$ cat config.mk
export PLATFORM = sky130hd
export DESIGN_NAME = osc_tri_squ_sin
export DESIGN_NICKNAME = d
export VERILOG_FILES = /design/src/rtl/osc_tri_squ_sin.sv
export SDC_FILE = /design/constraint.sdc
export NUM_CORES = 1
export LEC_CHECK = 0
export ABC_AREA = 1
export ABC_CLOCK_PERIOD_IN_PS = 8100
export BUFFER_PORTS_ARGS = -buffer_cell sky130_fd_sc_hd__buf_2
export CORE_ASPECT_RATIO = 0.9
export CORE_UTILIZATION = 50
export CTS_CLUSTER_DIAMETER = 150
export CTS_CLUSTER_SIZE = 40
export DETAILED_ROUTE_END_ITERATION = 12
export GPL_TIMING_DRIVEN = 0
export PLACE_DENSITY = 0.74
export REMOVE_ABC_BUFFERS = 1
export SKIP_CTS_REPAIR_TIMING = 1
export SYNTH_ARGS = -nofsm -noshare
export SYNTH_HDL_FRONTEND = slang
export SYNTH_SLANG_ARGS = --single-unit
$ cat constraint.sdc
create_clock -name clk -period 8.1 [get_ports clk]
set_input_delay 0.81 -clock clk [delete_from_list [all_inputs] [get_ports clk]]
set_output_delay 0.81 -clock clk [all_outputs]
set_load 0.02 [all_outputs]
$ cat src/rtl/osc_tri_squ_sin.sv
// osc_tri_squ_sin: period-driven phase accumulator emitting square/triangle samples and a sine ROM address.
// Period updates are deferred to the waveform wrap (or taken at once while idle) so the tone never glitches.
module osc_tri_squ_sin #(
   parameter int NBIT_PER   = 16,
   parameter int NBIT_PHASE = 5,
   parameter int AMP        = 16383,
   parameter int RST_PERIOD = 916
) (
   input  logic                     clk,
   input  logic                     rstn,
   input  logic                     ce,
   input  logic                     gate,
   input  logic [NBIT_PER-1:0]      period_in,
   input  logic                     period_valid,
   output logic [NBIT_PHASE-1:0]    phase,
   output logic                     step_pulse,
   output logic                     cycle_start,
   output logic                     active,
   output logic signed [15:0]       squ_out,
   output logic signed [15:0]       tri_out
);
   localparam int HALF  = 2 ** (NBIT_PHASE - 1);
   localparam int TSTEP = 2 * (AMP + 1) / HALF;
   logic [NBIT_PER-1:0]   per_act, per_pend, cnt, nxt_pend, nxt_per, reload;
   logic [NBIT_PHASE-2:0] q;
   logic                  step, wrap;
   logic signed [15:0]    squ_w, tri_w;
   assign active   = rstn & gate & (per_act != '0);
   assign nxt_pend = period_valid ? period_in : per_pend;
   assign step     = active & ce & (cnt == '0);
   assign wrap     = step & (&phase);
   // a write landing on the wrap step bypasses the pending register
   assign nxt_per  = (wrap | ~active) ? nxt_pend : per_act;
   assign reload   = (nxt_per == '0) ? '0 : nxt_per - 1'b1;
   // second half of the cycle mirrors the first, giving the falling ramp
   assign q        = phase[NBIT_PHASE-1] ? ~phase[NBIT_PHASE-2:0] : phase[NBIT_PHASE-2:0];
   assign squ_w    = 16'(phase[NBIT_PHASE-1] ? -AMP : AMP);
   assign tri_w    = 16'(TSTEP * int'(q) - (AMP + 1));
   always_ff @(posedge clk or negedge rstn) begin
      if (!rstn) begin
         per_act     <= NBIT_PER'(RST_PERIOD);
         per_pend    <= NBIT_PER'(RST_PERIOD);
         cnt         <= NBIT_PER'(RST_PERIOD - 1);
         phase       <= '0;
         step_pulse  <= 1'b0;
         cycle_start <= 1'b0;
         squ_out     <= '0;
         tri_out     <= '0;
      end else begin
         per_pend    <= nxt_pend;
         per_act     <= nxt_per;
         step_pulse  <= step;
         cycle_start <= wrap;
         squ_out     <= active ? squ_w : '0;
         tri_out     <= active ? tri_w : '0;
         if (!active) begin
            phase <= '0;
            cnt   <= reload;
         end else if (ce) begin
            phase <= step ? phase + 1'b1 : phase;
            cnt   <= step ? reload : cnt - 1'b1;
         end
      end
   end
endmodule

; ---- Word-level counts from Yosys, hierarchy flattened
; Index checks and enable logic that the tools add are counted.
[classes]
n_addsub = 4
n_eq_ne = 2
mux = 13
bitwise = 8
n_reduce_logical = 5
[ops]
columns = op, count
row1 = 16-bit 2-to-1 mux, 9
row2 = 16-bit logical NOT, 2
row3 = "16-bit by 1-bit subtractor with 16-bit output, second input constant", 2
row4 = 16-bit nonzero test, 1
row5 = "15-bit by 15-bit subtractor with 16-bit output, second input constant", 1
row6 = 5-bit 2-to-1 mux, 3
row7 = "5-bit by 1-bit adder with 5-bit output, second input constant", 1
row8 = 1-bit AND, 5
row9 = 5-bit AND reduction, 1
row10 = 4-bit 2-to-1 mux, 1
row11 = 4-bit inverter, 1
row12 = "2-bit by 1-bit != test with 1-bit output, second input constant", 1
row13 = "2-bit != test, second input constant", 1
row14 = 2-bit AND reduction, 1
row15 = 1-bit inverter, 1
row16 = 1-bit OR, 1
[word_totals]
reg_bits = 87
in_bits = 21
out_inout_bits = 40
word_cells = 40

; ---- Longest topological paths before layout
[logic_depth]
word_depth = 12
mapped_depth = 19
mapped_depth_nobuf = 18

; ---- Worst setup path before layout
; Ideal clock, no wire load.
[synth_timing]
path_type = register to register
start = reg phase[0]
end = reg cnt[13]
setup_ps = 120
t_arrival_ps = 2539
required_time_ps = 7980
path_slack_ps = 5440
path_stages_with_launch = 17
n_path_buf = 1
synth_period_minus_slack_ps = 2660
path_cell_list = dfrtp_1 -> ha_1 -> nand2_1 -> nor2_1 -> ha_1 -> a31oi_4 -> buf_6 -> nand2_1 -> o21ai_2 -> ha_1 -> nand3_2 -> nor2_4 -> nand4_4 -> nand2_2 -> inv_2 -> nand3_1 -> nand2_1
[synth_via]
elab_chain_len = 9
word_cells_on_any_way = 10
classes_between = add/sub: 1 / mux: 5 / bitwise: 2 / reduce/logical: 2
[synth_rtl]
columns = element, line_no
row1 = "start, declared", 15  ; output logic [NBIT_PHASE-1:0] phase,
row2 = "start signal, assigned", 60  ; phase <= step ? phase + 1'b1 : phase;
row3 = 5-bit AND reduction *, 31  ; assign wrap = step & (&phase);
row4 = 1-bit AND *, 31
row5 = 1-bit OR *, 33  ; assign nxt_per = (wrap | ~active) ? nxt_pend : per_act;
row6 = 16-bit 2-to-1 mux *, 33
row7 = 16-bit by 1-bit subtractor with 16-bit output / 16-bit logical NOT (equally long branches), 34  ; assign reload = (nxt_per == '0) ? '0 : nxt_per - 1'b1;
row8 = 16-bit 2-to-1 mux *, 34
row9 = 16-bit 2-to-1 mux, 61  ; cnt <= step ? reload : cnt - 1'b1;
row10 = 16-bit 2-to-1 mux, 59  ; end else if (ce) begin
row11 = 16-bit 2-to-1 mux *, 56  ; if (!active) begin
row12 = "end signal, assigned", 43  ; cnt <= NBIT_PER'(RST_PERIOD - 1);
row13 = "end signal, assigned", 58  ; cnt <= reload;
row14 = "end signal, assigned", 61
row15 = "end, declared", 24  ; logic [NBIT_PER-1:0] per_act, per_pend, cnt, nxt_pend, nxt_per, reload;
; Every way passes the cells marked *; elsewhere a longest branch is shown, timed or not. The select of a mux whose other input is x is not followed.
; A chain may end at the register's enable or synchronous reset.

; ---- Worst setup path after layout
[layout_timing]
start = in rstn
end = reg cnt[15]
[layout_via]
elab_chain_len = 12
word_cells_on_any_way = 15
classes_between = add/sub: 1 / eq/ne: 1 / mux: 5 / bitwise: 7 / reduce/logical: 1
[layout_rtl]
columns = element, line_no
row1 = "start, declared", 10  ; input logic rstn,
row2 = 1-bit AND * (2 in a row), 28  ; assign active = rstn & gate & (per_act != '0);
row3 = 1-bit AND (2 in a row), 30  ; assign step = active & ce & (cnt == '0);
row4 = 1-bit AND, 31
row5 = 1-bit OR, 33
row6 = 16-bit 2-to-1 mux, 33
row7 = 16-bit by 1-bit subtractor with 16-bit output / 16-bit logical NOT (equally long branches), 34
row8 = 16-bit 2-to-1 mux, 34
row9 = 16-bit 2-to-1 mux, 61
row10 = 16-bit 2-to-1 mux, 59
row11 = 16-bit 2-to-1 mux, 56
; Marked as above.

==> results.cfg <==
[synthesis]
synthTopCellsByCount = 157 x nand2_1, 73 x inv_1, 56 x nor2_1
syn-mean-instance-area_sq_um = 7.27
synthArstFlopShare = 1.00
synth_edf_count = 0
ys_types = 40
synthCells = 539
ys_warn_count = 0
netlist_area_sq_mm = 0.00392
synth_seq_cells = 62
yosysTopAreaCellShare = 0.294
synth.top_cells.by_area = dfrtp_1 29%, nand2_1 15%, dfstp_2 11%, inv_1 7.0%, nor2_1 5.4%
yosys.area.top_type = dfrtp_1
synth.most_common_cell = nand2_1
ys_dominant_reg_cell = dfrtp_1
synth-seq-area-share = 0.401

[die]
die_area_sq_mm = 0.00819
start_util = 0.519
core_sq_mm = 0.00754
rows = 30
fp.dieW_um = 95.3
pin_count = 61
die_h_um = 86.0

[sta]
fin_worst_skew_ps = 6.46
hold_violations = 0
setup_viol_count_final = 0
slew_violations = 0
finalSetupTns_ps = 0
clock.fmax_mhz = 246
period_share = 0.502
post-route-min-period_ps = 4070
timing.final.ws_setup_ps = 4030
rsz0062_at_grt = false
maxSlewHeadroom = 0.357
tightest_slew_ps = 964

[worst_setup_path]
worst_path_largest_cell_delay_ps = 860
end_kind = flop
required_ps = 8320
crit_buf_inv = 3
crit_cells = 15
cpLargestDelayFamily = simple AND/OR/NAND/NOR gates
reg2reg_from = cnt[0]
cp-start-kind = input port
r2r-end = cnt[15]
slowest_stage = a31oi_4
cp.arrival_ps = 4290
timing.reg2reg.setup_slack_ps = 4580
cp_common_cell = nand2_1
worst-setup-path-type = in -> reg
crit_path_end = cnt[15]
crit_chain = buf_4, nand2_1, inv_1, nand2_2, a31oi_4, nand2_1, o21ai_1, ha_1, nand3_2, nor2_4, nand4_4, nand2_2, inv_2, nand3_1, nand2_1
crit_start = rstn
r2r_cells = 17
crit_fanout = 63

[layout]
antenna_cells = 0
seq_area_sq_mm = 0.00157
drive_gt1_frac = 0.198
multi_input_area_sq_mm = 0.00181
layout.nets = 601
fillCellCount = 745
area_delta_synth_final_pct = 8.43

[route]
drc = 0
wl_per_cell_um = 13.2
ant_nets = 0
first_iter_violations = 249
wl_um = 8920
routed_via_density = 5.00
vias = 3381
drt-pass1-iter-count = 5

[power]
p_switching_mw = 0.252
peakVddDrop_v = 0.000110
p_clk_frac = 0.311
p_comb_frac = 0.211
leakage_nw = 2.17
cellPowerDensity_mw_per_mm2 = 184
p_int_mw = 0.529
p_sw_frac = 0.323
share_seq_of_total_power = 0.478

[place]
dpl.hpwl_um = 6550
port_buffers = 49
pre_cts_slack_ps = 3140
gp_congestion = 0.925

[global_route]
antenna_found_initial = 0
grt_start_max_net_pins = 64
grt.total_usage = 0.234
grt_first_pass_wirelength_um = 14600
grt_pass1_vias = 2982
grt-ovfl-total = 0

[clocking]
root_buffer = clkbuf_8
path_clk_slew_ps = 60
htree_levels = 3
cts_buffers = 9
clock-sinks = 62
clk_latency_ps = 330
cts_buffer_depth = 2
cts_tree = built

[hold_path]
hold_class = reg -> reg

[run]
maxCapViolations = 0

[run_status]
status = finished, final reports clean
## cell type report
type,instances,area share
clock buffer,15,0.0392
clock inverter,1,0.00118
inverter,86,0.0760
multi-input combinational,367,0.427
sequential,62,0.370
tap,96,0.0283
timing repair buffer,49,0.0583
## worst min-delay path, stage by stage (launching register included)
cell and delay, ps:
dfstp_2 370, nor2_1 90, a21oi_1 50
## power groups by stage
stage	Combinational [mW]	Sequential [mW]	Clock (mW)
final	0.165	0.374	0.243
after global routing	0.188	0.377	0.259
after CTS	0.165	0.373	0.251
after detailed placement	0.163	0.378	0
after global placement	0.160	0.376	0
after floorplan	0.113	0.377	0
## routing by layer
| metal | track usage | routed length (um) |
|---|---|---|
| met1 | 0.351 | 4370 |
| met2 | 0.342 | 3970 |
| met3 | 0.0434 | 442 |
| met4 | 0.0675 | 137 |
| met5 | 0 | 0 |
## registers in the layout (all words and copies together), names as in the netlist
name and count:
phase 5, cycle_start 1, cnt 16, per_pend 16, squ_out 3, tri_out 4, step_pulse 1, per_act 16
## stage by stage
stage	util	hold WS, ps	area, sq um	std cells	power, mW
floorplan	-	459	3710	515	0.491
global placement	0.540	483	4070	660	0.536
detailed placement	0.540	488	4070	660	0.542
CTS	0.563	504	4240	676	0.789
global route	0.563	523	4250	676	0.824
finish	0.563	502	4250	676	0.782
## worst min-delay path by stage
| stage | start | end | slack, ps | cells after the start |
|---|---|---|---|---|
| 3_5_place_dp | per_pend[3] | per_pend[3] | 490 | 2 |
| 6_report | cnt[0] | cnt[0] | 500 | 2 |
| 2_1_floorplan | per_pend[3] | per_pend[3] | 460 | 2 |
| 4_1_cts | cnt[0] | cnt[0] | 500 | 2 |
| 5_1_grt | cnt[0] | cnt[0] | 520 | 2 |
| 3_3_place_gp | per_pend[3] | per_pend[3] | 480 | 2 |
## cells by family (layout without fill, tap and decap cells)
family | Yosys count | in the layout | synth area share
AO/OA/AOI/OAI | 73 | 73 | 0.113
XOR/XNOR | 10 | 10 | 0.0224
multiplexers | 6 | 6 | 0.0173
other | 1 | 11 | 0.000958
adder cells (fa/ha/maj) | 5 | 5 | 0.0160
AND/OR/NAND/NOR | 262 | 262 | 0.284
flip-flops | 62 | 62 | 0.401
buffers and inverters | 120 | 151 | 0.145
## cell usage in the layout (no fill, tap or decap), drive strengths merged
cell type,n
or2,3
dfrtp,46
nor2,63
a31oi,6
clkbuf,15
mux2,6
o21ai,40
clkinv,1
inv,86
o41ai,1
nand2,160
conb,11
a22oi,5
nand3b,1
o221ai,1
xor2,8
nor4,1
ha,5
dfstp,16
buf,49
nand4,6
nand3,26
o22ai,1
o211ai,2
nor3,2
a32oi,1
xnor2,2
a21oi,15
o31ai,1
Note: power is estimated with default switching activity, not from simulation.
